<file path="config.mk">
export PLATFORM = sky130hd
export DESIGN_NAME = debug_uart_fifo_tx
export DESIGN_NICKNAME = d
export VERILOG_FILES = /design/src/rtl/debug_uart_fifo_tx_pkg.sv /design/src/rtl/debug_uart_fifo_tx_fifo.sv /design/src/rtl/debug_uart_fifo_tx.sv
export SDC_FILE = /design/constraint.sdc
export NUM_CORES = 1
export LEC_CHECK = 0
export CAP_MARGIN = 20
export CORE_MARGIN = 5
export CORE_UTILIZATION = 55
export CTS_CLUSTER_DIAMETER = 60
export CTS_CLUSTER_SIZE = 20
export DETAILED_ROUTE_END_ITERATION = 8
export GPL_ROUTABILITY_DRIVEN = 1
export PLACE_DENSITY = 0.76
export SYNTH_ARGS = -nofsm -noshare
export SYNTH_HDL_FRONTEND = slang
export SYNTH_SLANG_ARGS = --single-unit
export TNS_END_PERCENT = 100
</file>
<file path="constraint.sdc">
create_clock -name clk -period 2.8 [get_ports clk]
set_input_delay 0.7 -clock clk [delete_from_list [all_inputs] [get_ports clk]]
set_output_delay 0.7 -clock clk [all_outputs]
set_load 0.05 [all_outputs]
</file>
<file path="src/rtl/debug_uart_fifo_tx_pkg.sv">
// debug_uart_fifo_tx_pkg: register map, status/control bit positions and shifter states
package debug_uart_fifo_tx_pkg;
  localparam logic [1:0] A_TXDATA = 2'd0;
  localparam logic [1:0] A_STATUS = 2'd1;
  localparam logic [1:0] A_DIV    = 2'd2;
  localparam logic [1:0] A_CTRL   = 2'd3;
  localparam int ST_BUSY  = 0;
  localparam int ST_FULL  = 1;
  localparam int ST_EMPTY = 2;
  localparam int ST_OVF   = 3;
  localparam int ST_LVL   = 8;
  localparam int CT_EN    = 0;
  localparam int CT_TWO   = 1;
  localparam int CT_FLUSH = 2;
  localparam int CT_IRQEN = 3;
  typedef enum logic [2:0] {S_IDLE, S_START, S_DATA, S_STOP, S_STOP2} state_t;
  function automatic int reset_div(input int mhz, input int baud);
    return mhz * 1000000 / baud - 1;
  endfunction
endpackage

</file>
<file path="src/rtl/debug_uart_fifo_tx_fifo.sv">
// tinyqv_sync_fifo: single-clock FIFO with push/pop/flush and full/empty/level status
//   i_push/i_data enqueue (ignored when full), i_pop dequeues (ignored when empty),
//   i_flush empties the FIFO; o_data is the head entry, o_level counts 0..DEPTH.
module tinyqv_sync_fifo #(
  parameter int WIDTH = 8,
  parameter int DEPTH = 8,
  localparam int AW = $clog2(DEPTH),
  localparam int LW = AW + 1
) (
  input  logic             clk,
  input  logic             rst,
  input  logic             i_push,
  input  logic [WIDTH-1:0] i_data,
  input  logic             i_pop,
  input  logic             i_flush,
  output logic [WIDTH-1:0] o_data,
  output logic             o_full,
  output logic             o_empty,
  output logic [LW-1:0]    o_level
);
  logic [WIDTH-1:0] r_mem [DEPTH];
  logic [AW-1:0] r_wr, r_rd;
  logic [LW-1:0] r_level;
  logic w_push, w_pop;
  assign o_full  = r_level == LW'(DEPTH);
  assign o_empty = r_level == '0;
  assign w_push  = i_push && !o_full;
  assign w_pop   = i_pop && !o_empty;
  assign o_data  = r_mem[r_rd];
  assign o_level = r_level;
  always_ff @(posedge clk) begin
    if (rst || i_flush) begin
      r_wr    <= '0;
      r_rd    <= '0;
      r_level <= '0;
    end else begin
      if (w_push) r_wr <= r_wr + 1'b1;
      if (w_pop) r_rd <= r_rd + 1'b1;
      r_level <= r_level + LW'(w_push) - LW'(w_pop);
    end
  end
  always_ff @(posedge clk) begin
    if (w_push) r_mem[r_wr] <= i_data;
  end
endmodule

</file>
<file path="src/rtl/debug_uart_fifo_tx.sv">
// debug_uart_fifo_tx: bus-mapped debug UART transmitter with TX FIFO, runtime divider and irq
//   addr[3:2] selects TXDATA/STATUS/DIV/CTRL; data_write_n/data_read_n != 2'b11 strobe;
//   data_out is combinational read data; uart_txd idles high; irq = irq_en && empty && idle.
module debug_uart_fifo_tx
  import debug_uart_fifo_tx_pkg::*;
#(
  parameter int CLOCK_MHZ  = 25,
  parameter int BAUD       = 1_000_000,
  parameter int FIFO_DEPTH = 8,
  parameter int DIV_WIDTH  = 16
) (
  input  logic        clk,
  input  logic        rst,
  input  logic [3:0]  addr,
  input  logic [31:0] data_in,
  input  logic [1:0]  data_write_n,
  input  logic [1:0]  data_read_n,
  output logic [31:0] data_out,
  output logic        data_ready,
  output logic        uart_txd,
  output logic        irq
);
  localparam int LW = $clog2(FIFO_DEPTH) + 1;
  localparam logic [DIV_WIDTH-1:0] RST_DIV = DIV_WIDTH'(reset_div(CLOCK_MHZ, BAUD));
  logic [1:0] w_sel;
  logic w_wr, w_wr_tx, w_wr_st, w_wr_div, w_wr_ctrl, w_flush;
  logic w_full, w_empty, w_pop, w_go, w_tick, w_busy, w_txd_n;
  logic [LW-1:0] w_level;
  logic [7:0] w_fdata, w_shift_n;
  logic [DIV_WIDTH-1:0] r_div, r_ldiv, r_baud, w_ldiv_n, w_baud_n;
  logic r_en, r_two, r_irq_en, r_ovf, r_ltwo, r_txd, r_irq, w_ltwo_n;
  logic [7:0] r_shift;
  logic [2:0] r_bit, w_bit_n;
  state_t r_state, w_state_n;
  logic [31:0] w_status;
  logic w_unused;
  assign w_sel      = addr[3:2];
  assign w_wr       = data_write_n != 2'b11;
  assign w_wr_tx    = w_wr && w_sel == A_TXDATA;
  assign w_wr_st    = w_wr && w_sel == A_STATUS;
  assign w_wr_div   = w_wr && w_sel == A_DIV;
  assign w_wr_ctrl  = w_wr && w_sel == A_CTRL;
  assign w_flush    = w_wr_ctrl && data_in[CT_FLUSH];
  assign w_unused   = ^{data_read_n, addr[1:0], data_in};
  assign data_ready = 1'b1;
  assign uart_txd   = r_txd;
  assign irq        = r_irq;
  tinyqv_sync_fifo #(.WIDTH(8), .DEPTH(FIFO_DEPTH)) u_fifo (
    .clk     (clk),
    .rst     (rst),
    .i_push  (w_wr_tx),
    .i_data  (data_in[7:0]),
    .i_pop   (w_pop),
    .i_flush (w_flush),
    .o_data  (w_fdata),
    .o_full  (w_full),
    .o_empty (w_empty),
    .o_level (w_level)
  );
  assign w_busy   = r_state != S_IDLE;
  assign w_go     = r_en && !w_empty;
  assign w_tick   = r_baud == r_ldiv;
  assign w_status = {16'h0, 8'(w_level), 4'h0, r_ovf, w_empty, w_full, w_busy};
  assign data_out = w_sel == A_STATUS ? w_status :
                    w_sel == A_DIV    ? 32'(r_div) :
                    w_sel == A_CTRL   ? {28'h0, r_irq_en, 1'b0, r_two, r_en} : 32'h0;
  always_ff @(posedge clk) begin
    if (rst) begin
      r_div    <= RST_DIV;
      r_en     <= 1'b1;
      r_two    <= 1'b0;
      r_irq_en <= 1'b0;
      r_ovf    <= 1'b0;
    end else begin
      if (w_wr_div) r_div <= data_in[DIV_WIDTH-1:0];
      if (w_wr_ctrl) {r_irq_en, r_two, r_en} <= {data_in[CT_IRQEN], data_in[CT_TWO], data_in[CT_EN]};
      r_ovf <= w_wr_st ? 1'b0 : (w_wr_tx && w_full) ? 1'b1 : r_ovf;
    end
  end
  // A frame ends by popping the next byte directly from its last stop bit, so
  // back-to-back frames have no idle cycle. DIV and stop mode are latched per frame.
  always_comb begin
    w_state_n = r_state;
    w_bit_n   = r_bit;
    w_baud_n  = w_tick ? '0 : r_baud + 1'b1;
    w_shift_n = r_shift;
    w_ldiv_n  = r_ldiv;
    w_ltwo_n  = r_ltwo;
    w_pop     = 1'b0;
    case (r_state)
      S_IDLE: begin
        w_baud_n  = '0;
        w_pop     = w_go;
        w_state_n = w_go ? S_START : S_IDLE;
      end
      S_START: if (w_tick) begin
        w_state_n = S_DATA;
        w_bit_n   = 3'd0;
      end
      S_DATA: if (w_tick) begin
        w_state_n = r_bit == 3'd7 ? S_STOP : S_DATA;
        w_bit_n   = r_bit + 1'b1;
        w_shift_n = r_shift >> 1;
      end
      S_STOP: if (w_tick) begin
        w_pop     = !r_ltwo && w_go;
        w_state_n = r_ltwo ? S_STOP2 : w_go ? S_START : S_IDLE;
      end
      S_STOP2: if (w_tick) begin
        w_pop     = w_go;
        w_state_n = w_go ? S_START : S_IDLE;
      end
      default: w_state_n = S_IDLE;
    endcase
    if (w_pop) begin
      w_shift_n = w_fdata;
      w_ldiv_n  = r_div;
      w_ltwo_n  = r_two;
    end
  end
  assign w_txd_n = w_state_n == S_DATA ? w_shift_n[0] : w_state_n != S_START;
  always_ff @(posedge clk) begin
    if (rst) begin
      r_state <= S_IDLE;
      r_bit   <= '0;
      r_baud  <= '0;
      r_shift <= '0;
      r_ldiv  <= RST_DIV;
      r_ltwo  <= 1'b0;
      r_txd   <= 1'b1;
      r_irq   <= 1'b0;
    end else begin
      r_state <= w_state_n;
      r_bit   <= w_bit_n;
      r_baud  <= w_baud_n;
      r_shift <= w_shift_n;
      r_ldiv  <= w_ldiv_n;
      r_ltwo  <= w_ltwo_n;
      r_txd   <= w_txd_n;
      r_irq   <= r_irq_en && w_empty && !w_busy;
    end
  end
endmodule

</file>
==> results by group, run 1 <==
Outcome
  – Outcome: finished, final reports clean

GRT
  – Number of global-route vias before repair: 4325
  – All-layer global routing usage: 20.9%
  – Global-route wire length before repair: 21500 um
  – Grt ovf: 0
  – Pin count of the biggest net entering global routing: 40
  – Antenna violations before repair: 0

Placement
  – Port Buffers: 39
  – Dpl hpwl: 9160 um
  – Gpl congestion: 0.857

Yosys
  – FFs w/ async S/R, synth: 0%
  – Yosys cell types: 44
  – Most frequent cell after synthesis: nand2_1
  – Synth warn: 0
  – Post-synth top area cell: edfxtp_1
  – EDFF count, synth: 64
  – Syn Area/Cell: 11.0 um2
  – Flops & latches, synth: 146
  – Mapped Area: 6310 um2
  – Yosys top cell area share: 30.4%
  – Synth area leaders: edfxtp_1 30%, dfxtp_1 26%, nand2_1 5.8%, mux4_2 5.7%, xor2_1 3.7%
  – Top FF cell, synth: dfxtp_1
  – Sequential area share after synthesis: 56.4%
  – Cell count after synthesis: 574
  – Synth top cells by count: 97 x nand2_1, 82 x dfxtp_1, 64 x edfxtp_1

Power
  – Post-layout power: 6480 uW
  – Pwr dens: 837 nW/um2
  – Leak pwr: 0.00292 uW
  – VDD IR max: 0.605 mV

Clocking
  – Clk buf depth: 2
  – TritonCTS clock tree: yes
  – Hold_buf cts: 0
  – Clock Sinks: 146
  – Clk Latency, worst-skew pair: 0.43 ns
  – Clock transition at path regs: 0.06 ns
  – Htree depth: 4
  – CTS root buf: clkbuf_16
  – Clock buffer count from CTS: 17

Timing
  – Final min period: 2.69 ns
  – Period Utilization, post-route: 96.2%
  – Peak Freq: 371 MHz
  – Final Max Tran Viols: 0
  – Hold WS: 0.465 ns
  – Final setup viols: 0
  – Worst-Margin Slew: 0.722 ns
  – Fin. Hold Viols: 0
  – Clk_skew: 0.00709 ns
  – Max_slew headroom: 51.9%

Finish
  – Area growth from synthesis to layout: 22.6%
  – Finished Core Util: 68.4%
  – Diodes inserted: 0
  – Register area: 3580 um2
  – Multi-input logic area: 2550 um2
  – Nets@finish: 686
  – Fillers: 798
  – Share of layout cells above drive strength 1: 19.5%

Route
  – Routed wl met2: 6640 um
  – Top routing layer in use: met4
  – Antenna viol nets, final: 0
  – Metal3 WL: 830 um
  – DRC: 0
  – Post-Route WL: 13500 um
  – DR iter-0 viols: 346
  – WL per Instance: 17.1 um
  – Vias: 4358
  – Via density: 5.52
  – Drt first pass iters: 5
  – M1 WL: 5850 um

Floorplanning
  – Die Ht: 117 um
  – Initial Util: 55.8%
  – Die Span X: 117 um
  – Ports: 77
  – Core area: 11300 um2
  – Full die area: 13700 um2
  – Placement row count: 39

Job
  – Max Cap Viol: 0

Critical path
  – Startpoint types: input pin
  – Crit path arrival time: 1.99 ns
  – Worst Path Class, Setup: input pin to primary output
  – CP Capture Type: primary output
  – CP max FO: 15
  – Worst Path Required: 2.10 ns

Min path
  – Type of the tightest min-delay check: flop to flop
worst max-delay path: stages:
cell and delay, ns:
clkdlybuf4s50_1 0.54, nor2b_2 0.19, buf_6 0.17, nand2_1 0.07, o21ai_1 0.14, buf_12 0.17
worst paths after layout:
check,end,slack [ns],start,cells after the start
max,data_out[11],0.11,addr[3],6
min,r_ldiv[15],0.46,r_ldiv[15],2
max reg2reg,u_fifo.o_level[3],0.14,r_ldiv[7],13
min reg2reg,r_ldiv[15],0.46,r_ldiv[15],2
cell usage in the layout, fill, tap and decap left out, types with 4 or more instances in the layout:
cell,n
a22o_1,4
and3_1,7
inv_6,5
nor3_1,8
inv_1,13
xnor2_1,10
buf_4,32
mux2_4,6
buf_12,16
nand3_1,5
nor2_1,49
a21oi_1,42
dfxtp_1,76
ha_1,9
edfxtp_1,64
nand2_1,96
xor2_1,26
nor4_1,5
conb_1,17
mux2_2,4
mux4_2,16
clkdlybuf4s50_1,21
nand2b_1,4
nand3b_1,5
dfxtp_2,4
a211oi_1,8
clkbuf_16,17
mux2i_1,10
o21ai_1,5
and2_1,9
per-layer routing:
layer,track usage (%),up-vias
met2,33.7,140
met1,27.5,2120
met3,5.76,19
met4,7.26,0
li1,-,2079
met5,0,-
area by class of cell:
type	count	area share (%)
inverters	14	0.679
flip-flops and latches	146	46.2
clock inverters	15	2.04
well taps	143	2.31
multi-input cells	382	33.0
repair buffers	72	10.3
clock buffers	17	5.50
through the flow:
step | cells | setup slack, ns | setup TNS, ns | instance area [um2]
floorplan | 589 | -0.0904 | -0.271 | 6370
global placement | 754 | -0.00323 | -0.00323 | 7060
detailed placement | 754 | -0.121 | -0.355 | 7060
CTS | 786 | 0.0213 | 0 | 7650
global route | 789 | -0.0131 | -0.0195 | 7740
finish | 789 | 0.106 | 0 | 7740
power breakdown:
| group | internal [uW] | total, uW | switching (uW) |
|---|---|---|---|
| clock | 1320 | 2230 | 915 |
| sequential | 2390 | 2550 | 162 |
| combinational | 754 | 1700 | 941 |
| total | 4460 | 6480 | 2020 |
logic make-up after synthesis:
| family | after synthesis | synth area share, % |
|---|---|---|
| muxes | 37 | 9.61 |
| adders and majority gates | 11 | 2.30 |
| DFF | 146 | 56.4 |
| AOI/OAI and AO/OA | 74 | 6.92 |
| and+or+nand+nor | 206 | 14.6 |
| other | 2 | 0.119 |
| xor gates and xnor gates | 37 | 5.13 |
| buffers and inverters | 61 | 4.89 |
timing repair:
| item | 4_1_cts | 5_1_grt |
|---|---|---|
| endpoints found under the setup margin | 5 | 10 |
| buffers inserted | 0 | 3 |
| pin swaps | 0 | 7 |
| resized for setup | 5 | 21 |
registers in the layout (all words and copies together), names as in the netlist, 3 cells and up, named ones only:
name            count
r_shift             8
u_fifo.o_level      4
r_bit               3
r_ldiv             16
u_fifo.r_rd         3
r_div              16
r_baud             16
u_fifo.r_wr         3
u_fifo.r_mem       64
r_state             3
Power figures use the tool's default switching activity.
==> inputs of run 2 (changes only) <==
--- a/config.mk
+++ b/config.mk
@@ -9,7 +9,6 @@
 export CORE_MARGIN = 5
 export CORE_UTILIZATION = 55
 export CTS_CLUSTER_DIAMETER = 60
-export CTS_CLUSTER_SIZE = 20
 export DETAILED_ROUTE_END_ITERATION = 8
 export GPL_ROUTABILITY_DRIVEN = 1
 export PLACE_DENSITY = 0.76
==> constraint.sdc (replaced) <==
create_clock -name clk -period 2.98 [get_ports clk]
set_input_delay 0.745 -clock clk [delete_from_list [all_inputs] [get_ports clk]]
set_output_delay 0.745 -clock clk [all_outputs]
set_load 0.05 [all_outputs]
==> results by group, run 2 (same netlist as run 1, synthesis figures left out) <==
Critical path
  – CP Capture Type: primary output (unchanged)
  – Crit path arrival time: 2.10 ns (was 1.99 ns)
  – R2R setup slack: 0.20 ns (was 0.14 ns)
  – Worst flop-to-flop path endpoint: r_shift[6] (was u_fifo.o_level[3])
  – Worst R2R Path Depth: 9 (was 13)
  – CP Cell Sequence: clkdlybuf4s50_1 > mux2_2 > a22o_1 > buf_12 (was clkdlybuf4s50_1 > nor2b_2 > buf_6 > nand2_1 > o21ai_1 > buf_12)
  – Crit path buffers/inverters: 2 (was 3)
  – Worst Path Required: 2.24 ns (was 2.10 ns)
  – Startpoint types: input pin (unchanged)
  – Family with the most delay on the worst path: buffers and inverters (unchanged)
  – Worst Path Class, Setup: input pin to primary output (unchanged)
  – CP max stage delay: 0.60 ns (was 0.54 ns)
  – CP max-delay cell: clkdlybuf4s50_1 (unchanged)
  – Reg2reg start: r_baud[14] (was r_ldiv[7])
  – CP max FO: 7 (was 15)

Finish
  – Nets@finish: 677 (was 686)
  – Most frequent cells in the layout: 97 x nand2_1, 82 x dfxtp_1, 64 x edfxtp_1, 49 x nor2_1, 42 x a21oi_1 (was 96 x nand2_1, 76 x dfxtp_1, 64 x edfxtp_1, 49 x nor2_1, 42 x a21oi_1)
  – Fillers: 841 (was 798)
  – Share of layout cells above drive strength 1: 16.0% (was 19.5%)
  – Commonest non-fill, non-tap cell in the layout: nand2_1 (unchanged)
  – Area growth from synthesis to layout: 20.5% (was 22.6%)
  – Register with the most flip-flops: u_fifo.r_mem (unchanged)
  – Max FFs per register: 64 (unchanged)
  – Finished Core Util: 67.2% (was 68.4%)
  – Diodes inserted: 0 (unchanged)

Route
  – DR iter-0 viols: 288 (was 346)
  – Drt first pass iters: 5 (unchanged)
  – Via density: 5.51 (was 5.52)
  – WL per Instance: 16.9 um (was 17.1 um)
  – Post-Route WL: 13200 um (was 13500 um)
  – DRC: 0 (unchanged)
  – Antenna viol nets, final: 0 (unchanged)
  – Vias: 4297 (was 4358)

Power
  – Pwr dens: 792 nW/um2 (was 837 nW/um2)
  – VDD IR max: 0.470 mV (was 0.605 mV)
  – Leak pwr: 0.00285 uW (was 0.00292 uW)

Floorplanning
  – Full die area: 13700 um2 (unchanged)
  – Ports: 77 (unchanged)
  – Initial Util: 55.8% (unchanged)
  – Core area: 11300 um2 (unchanged)
  – Die Ht: 117 um (unchanged)
  – Die Span X: 117 um (unchanged)
  – Placement row count: 39 (unchanged)

Clocking
  – Clock Sinks: 146 (unchanged)
  – Hold_buf cts: 0 (unchanged)
  – Clk Latency, worst-skew pair: 0.42 ns (was 0.43 ns)
  – Clock buffer count from CTS: 17 (unchanged)
  – CTS root buf: clkbuf_16 (unchanged)
  – Clk buf depth: 2 (unchanged)
  – Htree depth: 4 (unchanged)
  – TritonCTS clock tree: yes (unchanged)
  – Clock transition at path regs: 0.06 ns (about the same)

Timing
  – Peak Freq: 352 MHz
  – Clk_skew: 0.00993 ns (was 0.00709 ns)
  – Worst-Margin Slew: 0.746 ns (was 0.722 ns)
  – Fin. Hold Viols: 0 (unchanged)
  – Max_slew headroom: 50.3% (was 51.9%)
  – Hold WS: 0.466 ns (was 0.465 ns)
  – Final setup viols: 0 (unchanged)
  – Period Utilization, post-route: 95.5%
  – Final min period: 2.84 ns
  – Final Max Tran Viols: 0 (unchanged)

GRT
  – Global-route wire length before repair: 21400 um (was 21500 um)
  – Number of global-route vias before repair: 4199 (was 4325)
  – Grt ovf: 0 (unchanged)
  – Antenna violations before repair: 0 (unchanged)
  – All-layer global routing usage: 20.6% (was 20.9%)
  – Pin count of the biggest net entering global routing: 41 (was 40)

Min path
  – Type of the tightest min-delay check: flop to flop (unchanged)
  – Min-delay src: r_ldiv[14] (was r_ldiv[15])
  – Hold Path Sink: r_ldiv[14] (was r_ldiv[15])
  – Min-Delay Path Depth: 2 (unchanged)

Placement
  – Dpl hpwl: 8860 um (was 9160 um)
  – Gpl congestion: 0.807 (was 0.857)
  – Port Buffers: 39 (unchanged)

Job
  – Max Cap Viol: 0 (unchanged)

Outcome
  – Outcome: finished, final reports clean (unchanged)
-- run 2: changes by cell type in the layout (fill, tap and decap cells not counted), sizes merged --
cell and change:
dlygate4sd2 -1, clkinvlp +3, buf -9, clkinv -2, inv -1, clkdlybuf4s50 +1
-- run 2: timing repair --
item	4_1_cts	5_1_grt
gates resized for setup	0	5
endpoints found under the setup margin	0	6
buffers inserted	0	2
-- run 2: cell type report --
| cell class | count | area [um2] | area share [%] |
|---|---|---|---|
| well taps | 143 | 179 | 2.35 |
| inverters | 14 | 52.6 | 0.691 |
| clock inverters | 15 | 159 | 2.09 |
| flip-flops and latches | 146 | 3560 | 46.8 |
| clock buffers | 17 | 425 | 5.59 |
| multi-input cells | 382 | 2500 | 32.9 |
| repair buffers | 63 | 726 | 9.54 |
-- run 2: routing by layer --
layer  routed length [um]  GRT usage (%)  vias up
met1                 5680           27.2     2080
li1                     -              -     2062
met3                  777           5.55       20
met4                  225           6.88        0
met5                    0              0        -
met2                 6490           33.1      135
-- run 2: power breakdown --
part	internal, uW	switching (uW)
logic	681	870
clock network	1240	837
registers	2250	148
-- run 2: stage by stage --
stage | instances | TNS, ns | instance area [um2] | total power, uW | worst slack [ns]
after floorplan | 589 | -0.00113 | 6370 | 3540 | -0.000377
after global placement | 746 | 0 | 7000 | 3910 | 0.0957
after detailed placement | 746 | 0 | 7000 | 3950 | 0.0576
after CTS | 778 | 0 | 7590 | 6040 | 0.0588
after global routing | 780 | -0.0701 | 7610 | 6330 | -0.0441
final | 780 | 0 | 7610 | 6020 | 0.135
-- run 2: worst max-delay path by stage --
stage,start,slack (ns),end,depth (start not counted)
3_5_place_dp,addr[2],0.06,data_out[9],5
3_3_place_gp,addr[2],0.1,data_out[9],5
4_1_cts,addr[2],0.06,data_out[9],5
5_1_grt,r_baud[5],-0.04,u_fifo.o_level[2],12
2_1_floorplan,addr[2],-0.0004,data_out[10],3
6_report,addr[2],0.14,data_out[3],4
-- run 2: worst reg2reg max path, stage by stage (launching register included) --
cell	delay [ns]
dfxtp_1	0.34
xor2_1	0.15
nor4_1	0.32
nand4_1	0.31
buf_4	0.24
buf_4	0.16
or3_1	0.56
mux2_4	0.37
nor2_1	0.11
a211oi_1	0.07
